### src/rtl/alu_arbiter_if.sv
// Requester-side bundle of the shared-ALU arbiter: packed per-requester request lanes
// plus the broadcast response bus with its one-hot response strobe.
interface alu_arbiter_if #(
  parameter int NUM_REQ = 3
);
  logic [NUM_REQ-1:0]    req_valid;
  logic [NUM_REQ*32-1:0] req_opr1;
  logic [NUM_REQ*32-1:0] req_opr2;
  logic [NUM_REQ*4-1:0]  req_ctrl;
  logic [NUM_REQ-1:0]    req_ready;
  logic [NUM_REQ-1:0]    resp_valid;
  logic [31:0]           resp_result;
  logic                  resp_overflow;
  logic                  resp_zero;
  logic                  resp_negative;

  modport master (
    output req_valid, req_opr1, req_opr2, req_ctrl,
    input  req_ready, resp_valid, resp_result, resp_overflow, resp_zero, resp_negative
  );

  modport slave (
    input  req_valid, req_opr1, req_opr2, req_ctrl,
    output req_ready, resp_valid, resp_result, resp_overflow, resp_zero, resp_negative
  );
endinterface

### src/rtl/alu_arbiter.sv
// Time-shares one combinational 32-bit ALU between NUM_REQ requesters: accept, one EXEC
// cycle driving the ALU from registered operands, then a one-cycle response pulse.
module alu_arbiter #(
  parameter int NUM_REQ     = 3,
  parameter bit ROUND_ROBIN = 1'b1
) (
  input  logic          clk,
  input  logic          reset,
  alu_arbiter_if.slave  bus,
  output logic          busy,
  output logic [31:0]   alu_opr1,
  output logic [31:0]   alu_opr2,
  output logic [3:0]    alu_ctrl,
  input  logic [31:0]   alu_result,
  input  logic          alu_overflow,
  input  logic          alu_zero,
  input  logic          alu_negative
);
  localparam int PW = $clog2(NUM_REQ);

  typedef enum logic [1:0] {
    IDLE = 2'd0,
    EXEC = 2'd1,
    RESP = 2'd2
  } state_t;

  state_t               state;
  state_t               state_next;
  logic [PW-1:0]        ptr;
  logic [PW-1:0]        winner;
  logic [PW-1:0]        owner;
  logic                 found;
  logic                 accepting;
  logic                 grant;
  logic [NUM_REQ-1:0]   ready_vec;
  logic [NUM_REQ-1:0]   resp_vec;
  logic [31:0]          opr1_q;
  logic [31:0]          opr2_q;
  logic [3:0]           ctrl_q;
  logic [31:0]          result_q;
  logic                 overflow_q;
  logic                 zero_q;
  logic                 negative_q;

  // Rotating search starting at the priority pointer; the first valid requester wins.
  always_comb begin
    int idx;
    idx    = 0;
    found  = 1'b0;
    winner = '0;
    for (int k = 0; k < NUM_REQ; k++) begin
      idx = (int'(ptr) + k) % NUM_REQ;
      if (!found && bus.req_valid[idx]) begin
        found  = 1'b1;
        winner = PW'(idx);
      end
    end
  end

  assign accepting = (state == IDLE) || (state == RESP);
  assign grant     = accepting && found;

  always_comb begin
    ready_vec = '0;
    if (grant) begin
      ready_vec[winner] = 1'b1;
    end
  end

  always_comb begin
    resp_vec = '0;
    if (state == RESP) begin
      resp_vec[owner] = 1'b1;
    end
  end

  always_ff @(posedge clk) begin
    if (reset) begin
      state <= IDLE;
    end else begin
      state <= state_next;
    end
  end

  always_comb begin
    state_next = state;
    case (state)
      IDLE:    state_next = grant ? EXEC : IDLE;
      EXEC:    state_next = RESP;
      RESP:    state_next = grant ? EXEC : IDLE;
      default: state_next = IDLE;
    endcase
  end

  // Request capture and priority pointer; both only move on an accepting edge.
  always_ff @(posedge clk) begin
    if (reset) begin
      ptr    <= '0;
      owner  <= '0;
      opr1_q <= '0;
      opr2_q <= '0;
      ctrl_q <= '0;
    end else if (grant) begin
      owner  <= winner;
      opr1_q <= bus.req_opr1[32*int'(winner) +: 32];
      opr2_q <= bus.req_opr2[32*int'(winner) +: 32];
      ctrl_q <= bus.req_ctrl[4*int'(winner) +: 4];
      if (ROUND_ROBIN) begin
        ptr <= (winner == PW'(NUM_REQ - 1)) ? '0 : winner + 1'b1;
      end else begin
        ptr <= '0;
      end
    end
  end

  always_ff @(posedge clk) begin
    if (reset) begin
      result_q   <= '0;
      overflow_q <= 1'b0;
      zero_q     <= 1'b0;
      negative_q <= 1'b0;
    end else if (state == EXEC) begin
      result_q   <= alu_result;
      overflow_q <= alu_overflow;
      zero_q     <= alu_zero;
      negative_q <= alu_negative;
    end
  end

  assign bus.req_ready     = ready_vec;
  assign bus.resp_valid    = resp_vec;
  assign bus.resp_result   = result_q;
  assign bus.resp_overflow = overflow_q;
  assign bus.resp_zero     = zero_q;
  assign bus.resp_negative = negative_q;

  assign busy     = (state == EXEC);
  assign alu_opr1 = opr1_q;
  assign alu_opr2 = opr2_q;
  assign alu_ctrl = ctrl_q;
endmodule

### src/flat_wrapper.sv
// flat-port wrapper written by rule: the top's interface ports become plain ports
module alu_arbiter_flat 
#(
  parameter int NUM_REQ     = 3,
  parameter bit ROUND_ROBIN = 1'b1
)
  (clk, reset, busy, alu_opr1, alu_opr2, alu_ctrl, alu_result, alu_overflow, alu_zero, alu_negative, bus_req_valid, bus_req_opr1, bus_req_opr2, bus_req_ctrl, bus_req_ready, bus_resp_valid, bus_resp_result, bus_resp_overflow, bus_resp_zero, bus_resp_negative);
  alu_arbiter_if #(.NUM_REQ(NUM_REQ)) bus_i ();
  input  logic clk;
  input  logic reset;
  output logic busy;
  output logic [31:0] alu_opr1;
  output logic [31:0] alu_opr2;
  output logic [3:0] alu_ctrl;
  input  logic [31:0] alu_result;
  input  logic alu_overflow;
  input  logic alu_zero;
  input  logic alu_negative;
  input wire logic [$bits(bus_i.req_valid)-1:0] bus_req_valid;
  input wire logic [$bits(bus_i.req_opr1)-1:0] bus_req_opr1;
  input wire logic [$bits(bus_i.req_opr2)-1:0] bus_req_opr2;
  input wire logic [$bits(bus_i.req_ctrl)-1:0] bus_req_ctrl;
  output wire logic [$bits(bus_i.req_ready)-1:0] bus_req_ready;
  output wire logic [$bits(bus_i.resp_valid)-1:0] bus_resp_valid;
  output wire logic [$bits(bus_i.resp_result)-1:0] bus_resp_result;
  output wire logic [$bits(bus_i.resp_overflow)-1:0] bus_resp_overflow;
  output wire logic [$bits(bus_i.resp_zero)-1:0] bus_resp_zero;
  output wire logic [$bits(bus_i.resp_negative)-1:0] bus_resp_negative;
  assign bus_i.req_valid = bus_req_valid;
  assign bus_i.req_opr1 = bus_req_opr1;
  assign bus_i.req_opr2 = bus_req_opr2;
  assign bus_i.req_ctrl = bus_req_ctrl;
  assign bus_req_ready = bus_i.req_ready;
  assign bus_resp_valid = bus_i.resp_valid;
  assign bus_resp_result = bus_i.resp_result;
  assign bus_resp_overflow = bus_i.resp_overflow;
  assign bus_resp_zero = bus_i.resp_zero;
  assign bus_resp_negative = bus_i.resp_negative;
  alu_arbiter #(.NUM_REQ(NUM_REQ), .ROUND_ROBIN(ROUND_ROBIN)) u_core (.clk(clk), .reset(reset), .bus(bus_i), .busy(busy), .alu_opr1(alu_opr1), .alu_opr2(alu_opr2), .alu_ctrl(alu_ctrl), .alu_result(alu_result), .alu_overflow(alu_overflow), .alu_zero(alu_zero), .alu_negative(alu_negative));
endmodule
### config.mk
export PLATFORM = sky130hd
export DESIGN_NAME = alu_arbiter_flat
export DESIGN_NICKNAME = d
export VERILOG_FILES = /design/src/rtl/alu_arbiter_if.sv /design/src/rtl/alu_arbiter.sv /design/src/flat_wrapper.sv
export SDC_FILE = /design/constraint.sdc
export NUM_CORES = 1
export LEC_CHECK = 0
export ABC_AREA = 1
export BUFFER_PORTS_ARGS = -buffer_cell sky130_fd_sc_hd__clkbuf_2
export CORE_AREA = 2 2 136 138
export DETAILED_ROUTE_END_ITERATION = 6
export DIE_AREA = 0 0 138 140
export PLACE_DENSITY = 0.66
export REMOVE_ABC_BUFFERS = 1
export SKIP_CTS_REPAIR_TIMING = 1
export SLEW_MARGIN = 30
export SYNTH_ARGS = -nofsm -noshare
export SYNTH_HDL_FRONTEND = slang
export SYNTH_SLANG_ARGS = --single-unit
### constraint.sdc
create_clock -name clk -period 2.1 [get_ports clk]
set_input_delay 0.315 -clock clk [delete_from_list [all_inputs] [get_ports clk]]
set_output_delay 0.315 -clock clk [all_outputs]
set_load 0.05 [all_outputs]
==> results_dict.tcl, run 1 <==
set metrics [dict create \
    status "finished, violations left" \
    violations "negative setup slack" \
    die_w_um 138 \
    io_buffer_count 353 \
    grt_max_degree 71 \
    fp.dieH_um 140 \
    ys_top_cells_by_area "dfxtp_1 (37%), nand3_1 (12%), a21oi_1 (12%)" \
    stdcell_count 1497 \
    first_iter_violations 685 \
    grt_first_pass_wirelength_mm 34.79 \
    synth_seq_cells 109 \
    gp_congestion 0.9592 \
    worstMarginPinSlew_ns 0.3633 \
    arrival_ns 2.08 \
    cts_tree "yes" \
    antennaDiodeCount 0 \
    clock_sinks 109 \
    syn_area_per_cell_um2 6.499 \
    dp_hpwl_mm 16.14 \
    synth_top_family_by_area "simple AND/OR/NAND/NOR gates" \
    hold_violations 0 \
    hold_path_class "in2reg" \
    final.setup.worst_slack_ns -0.2957 \
    htreeDepth 3 \
    rr_worst_depth 14 \
    layout-drive-gt1-share_pct 38.17 \
    dpl_cell_area_um2 8020 \
    yosysWarnings 0 \
    fmaxAchievable_ghz 0.4174 \
    via_count 7502 \
    wire_per_inst_um 16.39 \
    initial_core_util_pct 32.90 \
    post-route-drc-count 0 \
    rsz0062_at_grt "yes" \
    synthCells 900 \
    setup_viol 70 \
    clock_latency_ns 0.36 \
    holdPathStages 3 \
    gr-total-overflow 0 \
    dpl.cell_count 1455 \
    cts_buffer_depth 2 \
    grt_busiest_layer "met2" \
    synth_top_area_share_pct 37.30 \
    required_ns 1.78 \
    synth_xor_area_share_pct 0 \
    grt_antenna_before_repair 0 \
    synth_edf_count 0 \
    cts_buffers 9 \
    dieArea_um2 19320 \
    crit_path_max_fanout 5 \
    period_needed_ns 2.396 \
    wirelength_mm 24.54 \
    clock_skew_ns 0.01106 \
    synthMuxAreaShare_pct 0 \
    use_met3_pct 4.444 \
    hold_start "alu_result[24]" \
    ys_async_sr_fraction_pct 0 \
    area_delta_synth_final_pct 51.68 \
    synth_ff_type "dfxtp_1" \
    synth_top_area_cell "dfxtp_1" \
    clock-root-buffer "clkbuf_16" \
    crit_type "reg2out" \
    viasPerCell 5.011 \
    grt.total_usage_pct 21.70 \
    synth.distinct_cells 27 \
    synth-simple-area-share_pct 25.05 \
    ant_nets 0 \
    core_area_um2 17780 \
    grt_use_met2_pct 37.18 \
    yosysSeqAreaShare_pct 37.30 \
    drv_cap 0 \
    nNetsFinal 1511 \
    fin_area_um2 8872 \
    grt_pass1_vias 6773 \
    cp-end-kind "primary output" \
    synth_area_um2 5849 \
    synth_fa_ha_area_share_pct 0.8556 \
    drtPass1Iterations 6 \
    rrSetupSlack_ns -0.15 \
    reg2reg_from "u_core.ptr[0]$_SDFFE_PP0P_" \
    num_rows 49 \
    clkTransAtPathRegs_ns 0.08 \
    r2r_end "u_core.alu_opr1[7]$_SDFFE_PP0P_" \
    finalMaxSlewViolations 0 \
    final_core_util_pct 49.90 \
    met1_usage_pct 27.41 \
    pre_cts_ws_ns -0.1999 \
    cp-start-kind "flop" \
    min_to "u_core.bus.resp_result[24]$_SDFFE_PP0P_" \
    ios 354 \
    relSlewSlack_pct 75.78 \
    synth_compound_area_share_pct 21.22 \
    fin_crit_sh_pct 114.1 \
]
how the worst max path moves through the flow:
stage	start	end	slack (ns)	cells past startpoint
2_1_floorplan	u_core.ptr[0]$_SDFFE_PP0P_	u_core.alu_opr2[4]$_SDFFE_PP0P_	-1.70	15
3_3_place_gp	u_core.ptr[0]$_SDFFE_PP0P_	bus_req_ready[1]	-0.10	11
3_5_place_dp	u_core.ptr[0]$_SDFFE_PP0P_	bus_req_ready[1]	-0.20	11
4_1_cts	u_core.ptr[0]$_SDFFE_PP0P_	bus_req_ready[1]	-0.60	11
5_1_grt	u_core.ptr[1]$_SDFFE_PP0P_	bus_req_ready[0]	-0.39	12
6_report	u_core.ptr[0]$_SDFFE_PP0P_	bus_req_ready[1]	-0.30	12
flip-flops by register name, summed over array words and instances, names as in the netlist:
name / flops
u_core.alu_opr1: 32
u_core.alu_opr2: 32
u_core.bus.resp_result: 32
u_core.alu_ctrl: 4
u_core.owner: 2
u_core.ptr: 2
u_core.state: 2
u_core.bus.resp_negative: 1
u_core.bus.resp_overflow: 1
u_core.bus.resp_zero: 1
worst max-delay path, stage by stage (launching register included):
cell     delay, ns
dfxtp_2       0.34
inv_2         0.05
ha_4          0.31
inv_4         0.04
nand3_1       0.10
inv_2         0.07
a21oi_4       0.18
buf_4         0.15
buf_6         0.09
nand4_4       0.10
nand2_8       0.11
nor2_4        0.04
buf_6         0.14
Yosys cell counts (all sizes together) (2+ instances only):
| cell type | number |
|---|---|
| dfxtp | 109 |
| nor3 | 2 |
| ha | 4 |
| a21oi | 138 |
| nor2 | 78 |
| clkbuf | 25 |
| nand3 | 143 |
| o21ai | 103 |
| nand4 | 4 |
| nand2 | 95 |
| buf | 42 |
| nand3b | 3 |
| inv | 151 |
cell families after synthesis:
kind of cell / Yosys count
simple gates: 325
compound gates: 243
buf+inv: 219
fa+ha+maj: 4
flops: 109
cell type report:
class,count,area [um^2]
Inverter,152,573.1
Timing Repair Buffer,419,2639
Clock inverter,6,57.56
Multi-Input combinational cell,572,2900
Sequential cell,109,2187
Fill cell,1801,8907
Tap cell,229,286.5
Clock buffer,10,229.0
cells in the final DEF (no fill, tap or decap), types with 2 or more instances in the layout:
cell and instances:
nand2_1 88, ha_4 2, buf_12 12, inv_2 11, nor2_4 3, buf_8 3, nor3_1 2, nand3_2 4
nand3_1 138, nand2_2 5, clkbuf_2 349, nand4_1 3, o21ai_0 90, buf_6 13, inv_1 139, buf_4 34
nand3b_1 3, o21ai_1 12, a21oi_1 123, dfxtp_1 107, nor2_1 75, clkbuf_16 15, a21oi_2 14, buf_16 2
routing by layer:
| layer | part of all wire, % | vias up |
|---|---|---|
| li1 | - | 3633 |
| met2 | 47 | 403 |
| met5 | 0 | - |
| met4 | 2.4 | 0 |
| met3 | 8.0 | 48 |
| met1 | 42 | 3418 |
through the flow:
| step | TNS [ns] | hold slack (ns) |
|---|---|---|
| finish | -5.723 | 0.1757 |
| global route | -12.66 | 0.1815 |
| CTS | -7.921 | 0.1637 |
| detailed placement | -5.258 | 0.4898 |
| global placement | -0.7576 | 0.4880 |
| floorplan | -159.41 | 0.3841 |
Power of run 1 is left out: the tool's default activity adds up to more than one toggle a clock period on the data nets, which glitch-free logic cannot reach.
==> run 2, diff against run 1 <==
--- a/config.mk
+++ b/config.mk
@@ -5,12 +5,10 @@
 export SDC_FILE = /design/constraint.sdc
 export NUM_CORES = 1
 export LEC_CHECK = 0
-export ABC_AREA = 1
 export BUFFER_PORTS_ARGS = -buffer_cell sky130_fd_sc_hd__clkbuf_2
-export CORE_AREA = 2 2 136 138
+export CORE_AREA = 2 2 139 141
 export DETAILED_ROUTE_END_ITERATION = 6
-export DIE_AREA = 0 0 138 140
-export PLACE_DENSITY = 0.66
+export DIE_AREA = 0 0 141 143
 export REMOVE_ABC_BUFFERS = 1
 export SKIP_CTS_REPAIR_TIMING = 1
 export SLEW_MARGIN = 30
==> run 2 against run 1 <==
The flow still finishes with violations (negative setup slack). Final cell count fell by 19%. Worst hold slack got worse by 0.0015 ns. Critical endpoint is now bus_req_ready[0]. Clock-buffer cell count did not move. Flip-flop and latch count did not move. Via count fell by 20%. Area after synthesis fell by 0.92%.
==> results_dict.tcl, run 2 <==
set metrics [dict create \
    status "finished, violations left" \
    violations "negative setup slack" \
    io_buffer_count 353 \
    crit_path_max_fanout 6 \
    drv_cap 0 \
    grt_max_degree 178 \
    fp.dieH_um 143 \
    stdcell_count 1210 \
    power_w 0.01444 \
    clock_skew_ns 0.005847 \
    clock-root-buffer "clkbuf_16" \
    cts_buffer_depth 2 \
    top_layer "met4" \
    period_needed_ns 2.618 \
    required_ns 1.78 \
    layout-drive-gt1-share_pct 47.95 \
    via_count 6037 \
    antennaDiodeCount 0 \
    num_rows 50 \
    fin_crit_sh_pct 124.7 \
    ys_top_cells_by_area "dfxtp_1 (38%), nand3b_1 (18%), mux2i_1 (12%)" \
    grt_pass1_vias 5906 \
    gp_congestion 0.8468 \
    nNetsFinal 1219 \
    dr_wl_met2_mm 9.596 \
    mostFrequentLayoutCell "clkbuf_2" \
    synth.distinct_cells 34 \
    ys_async_sr_fraction_pct 0 \
    synth_ff_type "dfxtp_1" \
    clock_latency_ns 0.35 \
    first_iter_violations 233 \
    cp-start-kind "flop" \
    synthTopCellsByCount "nand3b_1 (137), dfxtp_1 (109), nand2_1 (76), mux2i_1 (71), o221ai_1 (48)" \
    synth_edf_count 0 \
    p_leak_nw 3.996 \
    initial_core_util_pct 31.19 \
    worstMarginPinSlew_ns 0.6425 \
    core_area_um2 18580 \
    irDropWorstVdd_v 0.0008083 \
    wire_per_inst_um 16.32 \
    yosysMostFrequentCell "nand3b_1" \
    synthCells 619 \
    dpl.cell_count 1186 \
    clock_sinks 109 \
    dpl_cell_area_um2 8034 \
    synth_area_um2 5796 \
    wl_met1_mm 8.301 \
    cts_buffers 9 \
    syn_area_per_cell_um2 9.363 \
    holdWs_ns 0.1742 \
    die_w_um 141 \
    final_core_util_pct 46.34 \
    final.setup.worst_slack_ns -0.5179 \
    grt_antenna_before_repair 1 \
    fin_area_um2 8610 \
    post-route-drc-count 0 \
    synth_seq_cells 109 \
    hold_path_class "in2reg" \
    hold_violations 0 \
    drtPass1Iterations 4 \
    grt.total_usage_pct 18.33 \
    viasPerCell 4.989 \
    dieArea_um2 20160 \
    final_cell_mix "clkbuf_2 (349), nand3b_1 (137), dfxtp_1 (107), nand2_1 (76), mux2i_1 (68)" \
    finalMaxSlewViolations 0 \
    ant_nets 0 \
    clkTransAtPathRegs_ns 0.08 \
    yosysWarnings 0 \
    synth_top_area_cell "dfxtp_1" \
    setup_viol 73 \
    yosysSeqAreaShare_pct 37.65 \
    htreeDepth 3 \
    gr-total-overflow 0 \
    p_per_area_nw_per_um2 1677 \
    rsz0062_at_grt "yes" \
    route.met3.wl_mm 1.495 \
    cts_tree "yes" \
    synth_top_area_share_pct 37.65 \
    crit_type "reg2out" \
    grt_first_pass_wirelength_mm 29.50 \
    ios 354 \
    relSlewSlack_pct 57.17 \
    arrival_ns 2.30 \
    area_delta_synth_final_pct 48.55 \
    wirelength_mm 19.75 \
    cp-end-kind "primary output" \
    fmaxAchievable_ghz 0.3820 \
    dp_hpwl_mm 14.37 \
]
-- run 2: changes by cell type after synthesis, moves of 5 or more --
cell | previous run | this run
clkbuf_1 | 25 | 30
o21ai_0 | 98 | 0
nand3b_1 | 3 | 137
nand2b_1 | 0 | 5
a21oi_1 | 137 | 41
nor2_1 | 78 | 6
o221ai_1 | 0 | 48
mux2i_1 | 0 | 71
inv_1 | 144 | 6
inv_2 | 7 | 0
buf_4 | 8 | 2
nand2_1 | 91 | 76
nand3_1 | 141 | 1
o221ai_2 | 0 | 20
-- run 2: logic make-up (layout without fill, tap and decap cells) --
family	Yosys count	after routing	share of synthesized area (%)
flip-flops	109	109	37.65
multiplexers	71	71	12.26
AO/OA/AOI/OAI	122	122	17.72
adder cells (fa/ha/maj)	4	4	0.8636
AND/OR/NAND/NOR	237	237	25.30
buffers and inverters	76	433	6.196
-- run 2: metrics by stage --
step | worst slack, ns | setup TNS (ns)
6_report | -0.5179 | -19.68
5_1_grt | -0.6242 | -28.04
4_1_cts | -0.7827 | -22.34
3_5_place_dp | -0.3824 | -20.01
3_3_place_gp | -0.3829 | -18.12
2_1_floorplan | -10.55 | -783.98
-- run 2: area by class of cell --
cell class              count  area, um^2
clock inverters             6       78.83
clock buffers              10       239.0
multi-input cells         434        3412
fillers                  1804        9971
repair buffers            410        2369
inverters                   7       28.78
flip-flops and latches    109        2190
well taps                 234       292.8
-- run 2: final timing paths --
path,cells after the start,slack (ns),from,end
worst min-delay path,3,0.17,alu_result[25],u_core.bus.resp_result[25]$_SDFFE_PP0P_
worst max register to register,11,-0.29,u_core.ptr[1]$_SDFFE_PP0P_,u_core.alu_opr1[8]$_SDFFE_PP0P_
worst min register to register,2,0.46,u_core.bus.resp_result[24]$_SDFFE_PP0P_,u_core.bus.resp_result[24]$_SDFFE_PP0P_
worst max-delay path,11,-0.52,u_core.ptr[1]$_SDFFE_PP0P_,bus_req_ready[0]
-- run 2: report_power, final --
| part | total [W] | internal [W] | switching, W |
|---|---|---|---|
| sequential | 0.00326 | 0.00285 | 0.000415 |
| clock | 0.00183 | 0.000985 | 0.000844 |
| combinational | 0.00934 | 0.00329 | 0.00606 |
| total | 0.0144 | 0.00712 | 0.00731 |
-- run 2: critical path, stage by stage (launching register included) --
cell	delay (ns)
dfxtp_4	0.37
buf_4	0.12
ha_4	0.15
buf_6	0.13
nand3b_1	0.14
buf_4	0.17
o221a_4	0.12
a32oi_2	0.22
a31oi_1	0.08
nor3_1	0.19
buf_4	0.15
buf_12	0.13
-- run 2: routing by layer --
layer	vias up	global-route usage (%)
li1	3004	-
met5	-	0
met2	249	31.84
met1	2763	21.76
met4	0	6.105
met3	21	5.366
No activity file was read; power rests on OpenSTA's default activity.
==> run 3, diff against run 2 <==
--- a/config.mk
+++ b/config.mk
@@ -6,12 +6,13 @@
 export NUM_CORES = 1
 export LEC_CHECK = 0
 export BUFFER_PORTS_ARGS = -buffer_cell sky130_fd_sc_hd__clkbuf_2
-export CORE_AREA = 2 2 139 141
+export CORE_AREA = 2 2 136 138
 export DETAILED_ROUTE_END_ITERATION = 6
-export DIE_AREA = 0 0 141 143
+export DIE_AREA = 0 0 138 140
 export REMOVE_ABC_BUFFERS = 1
 export SKIP_CTS_REPAIR_TIMING = 1
 export SLEW_MARGIN = 30
 export SYNTH_ARGS = -nofsm -noshare
 export SYNTH_HDL_FRONTEND = slang
 export SYNTH_SLANG_ARGS = --single-unit
+export TNS_END_PERCENT = 10
==> constraint.sdc (replaced) <==
create_clock -name clk -period 3.3 [get_ports clk]
set_input_delay 0.495 -clock clk [delete_from_list [all_inputs] [get_ports clk]]
set_output_delay 0.495 -clock clk [all_outputs]
set_load 0.05 [all_outputs]
==> run 3 against run 2 <==
The flow now finishes without violations. Total power down 42%. Sequential power shrank 37%. Design area decreased by 6.3%. Core utilization fell by 0.95 points. Final cell count down 3.6%. Critical path type unchanged. Largest power group unchanged.
==> results_dict.tcl, run 3 (synthesis gave the netlist of run 2 again) <==
set metrics [dict create \
    status "finished clean" \
    dp_hpwl_mm 13.23 \
    arrival_ns 2.60 \
    grt_first_pass_wirelength_mm 29.41 \
    grt_pass1_vias 5713 \
    relSlewSlack_pct 50.97 \
    p_int_w 0.003985 \
    path_cells "inv_1 -> ha_1 -> mux2i_1 -> o21ai_1 -> o32ai_4 -> buf_4 -> nor3_1 -> clkbuf_4" \
    post-route-drc-count 0 \
    area_delta_synth_final_pct 39.23 \
    cts_tree "yes" \
    fmaxAchievable_ghz 0.3236 \
    clockPowerShare_pct 13.5 \
    ant_nets 0 \
    fin_crit_sh_pct 93.65 \
    dieArea_um2 19320 \
    nNetsFinal 1180 \
    viasPerCell 5.060 \
    grt_busiest_layer "met2" \
    htreeDepth 3 \
    p_leak_nw 3.747 \
    cp-start-kind "flop" \
    cp-end-kind "primary output" \
    p_sw_share_pct 52.59 \
    crit_path_max_fanout 9 \
    drv_cap 0 \
    io_buffer_count 353 \
    final_cell_mix "clkbuf_2 (351), nand3b_1 (137), dfxtp_1 (109), nand2_1 (76), mux2i_1 (71)" \
    clock-root-buffer "clkbuf_16" \
    fin_area_um2 8069 \
    core_area_um2 17780 \
    ios 354 \
    num_rows 49 \
    clock_latency_ns 0.35 \
    cp_slowest_stage_delay_ns 0.37 \
    wirelength_mm 18.40 \
    finalMaxSlewViolations 0 \
    grt_max_degree 178 \
    clkTransAtPathRegs_ns 0.07 \
    irDropWorstVdd_v 0.0006821 \
    grt_use_met2_pct 31.32 \
    cts_buffer_depth 2 \
    cts_buffers 9 \
    first_iter_violations 236 \
    gp_congestion 0.7686 \
    power_frac_seq_pct 24.5 \
    period_needed_ns 3.091 \
    crit_buf_inv 3 \
    clock_sinks 109 \
    fp.dieH_um 140 \
    setup_viol 0 \
    p_per_area_nw_per_um2 1042 \
    grt_antenna_before_repair 0 \
    hold_path_class "in2reg" \
    use_met3_pct 5.402 \
    p_sw_w 0.004420 \
    die_w_um 138 \
    met1_usage_pct 22.60 \
    rsz0062_at_grt "no" \
    initial_core_util_pct 32.60 \
    wire_per_inst_um 15.78 \
    hold_violations 0 \
    dpl_cell_area_um2 7725 \
    antennaDiodeCount 0 \
    clock_skew_ns 0.01095 \
    drtPass1Iterations 4 \
    required_ns 2.80 \
    gr-total-overflow 0 \
    power_w 0.008405 \
    cpMaxStageDelayCell "o21ai_1" \
    power_frac_comb_pct 62.0 \
    crit_type "reg2out" \
    mostFrequentLayoutCell "clkbuf_2" \
    grt.total_usage_pct 18.30 \
    critPathTopFamily "compound AO/OA/AOI/OAI gates" \
    layout-drive-gt1-share_pct 43.97 \
    worstMarginPinSlew_ns 0.7354 \
    via_count 5900 \
]
## run 3: cell types whose count changed in the layout (fill, tap and decap cells not counted), moves of 2 or more
cell,previous run,this run
a32oi_1,0,2
a32oi_2,2,0
buf_12,8,4
buf_4,44,15
buf_6,7,0
clkbuf_2,349,351
dfxtp_1,107,109
dfxtp_4,2,0
ha_1,1,4
ha_4,3,0
inv_1,4,6
inv_8,3,0
mux2i_1,68,71
mux2i_2,2,0
## run 3: worst paths after layout
check	startpoint	to	slack (ns)	cells after the start
setup / recovery	u_core.ptr[1]$_SDFFE_PP0P_	bus_req_ready[1]	0.21	8
hold / removal	alu_result[30]	u_core.bus.resp_result[30]$_SDFFE_PP0P_	0.36	3
setup reg to reg	u_core.ptr[0]$_SDFFE_PP0P_	u_core.alu_opr1[9]$_SDFFE_PP0P_	0.49	9
hold reg to reg	u_core.bus.resp_result[31]$_SDFFE_PP0P_	u_core.bus.resp_result[31]$_SDFFE_PP0P_	0.46	2
## run 3: layout make-up
cell class,instances,area (um^2)
multi-input cells,434,3306
inverters,7,26.28
flip-flops and latches,109,2182
repair buffers,371,1957
well taps,229,286.5
clock inverters,4,55.05
fillers,1749,9711
clock buffers,12,256.5
## run 3: per-layer routing
layer / up-vias / share of wire, %
met1: 2727 / 43
met4: 0 / 1.5
li1: 2926 / -
met5: - / 0
met3: 19 / 6.9
met2: 228 / 48
## run 3: power by group through the flow
stage	clock network, W	registers [W]	logic (W)
finish	0.00114	0.00206	0.00521
global route	0.00123	0.00212	0.00556
CTS	0.00118	0.00206	0.00522
detailed placement	0	0.00208	0.00522
global placement	0	0.00207	0.00520
floorplan	0	0.00391	0.00228
## run 3: metrics by stage
| step | instances | util [%] | setup WS, ns | setup TNS [ns] | hold WS, ns |
|---|---|---|---|---|---|
| final | 1166 | 45.38 | 0.2094 | 0 | 0.3609 |
| after global routing | 1166 | 45.38 | 0.004977 | 0 | 0.3556 |
| after CTS | 1162 | 45.20 | 0.04363 | 0 | 0.3419 |
| after detailed placement | 1146 | 43.45 | 0.4327 | 0 | 0.4472 |
| after global placement | 1146 | 43.45 | 0.4627 | 0 | 0.4407 |
| after floorplan | 550 | - | -9.525 | -676.22 | 0.4521 |
## run 3: worst register-to-register path, delay by kind of cell, from the launching register on
family	cells	cell delay [ns]
buf+inv	4	0.78
simple gates	2	0.60
compound gates	2	0.47
fa+ha+maj	1	0.45
flops	1	0.39
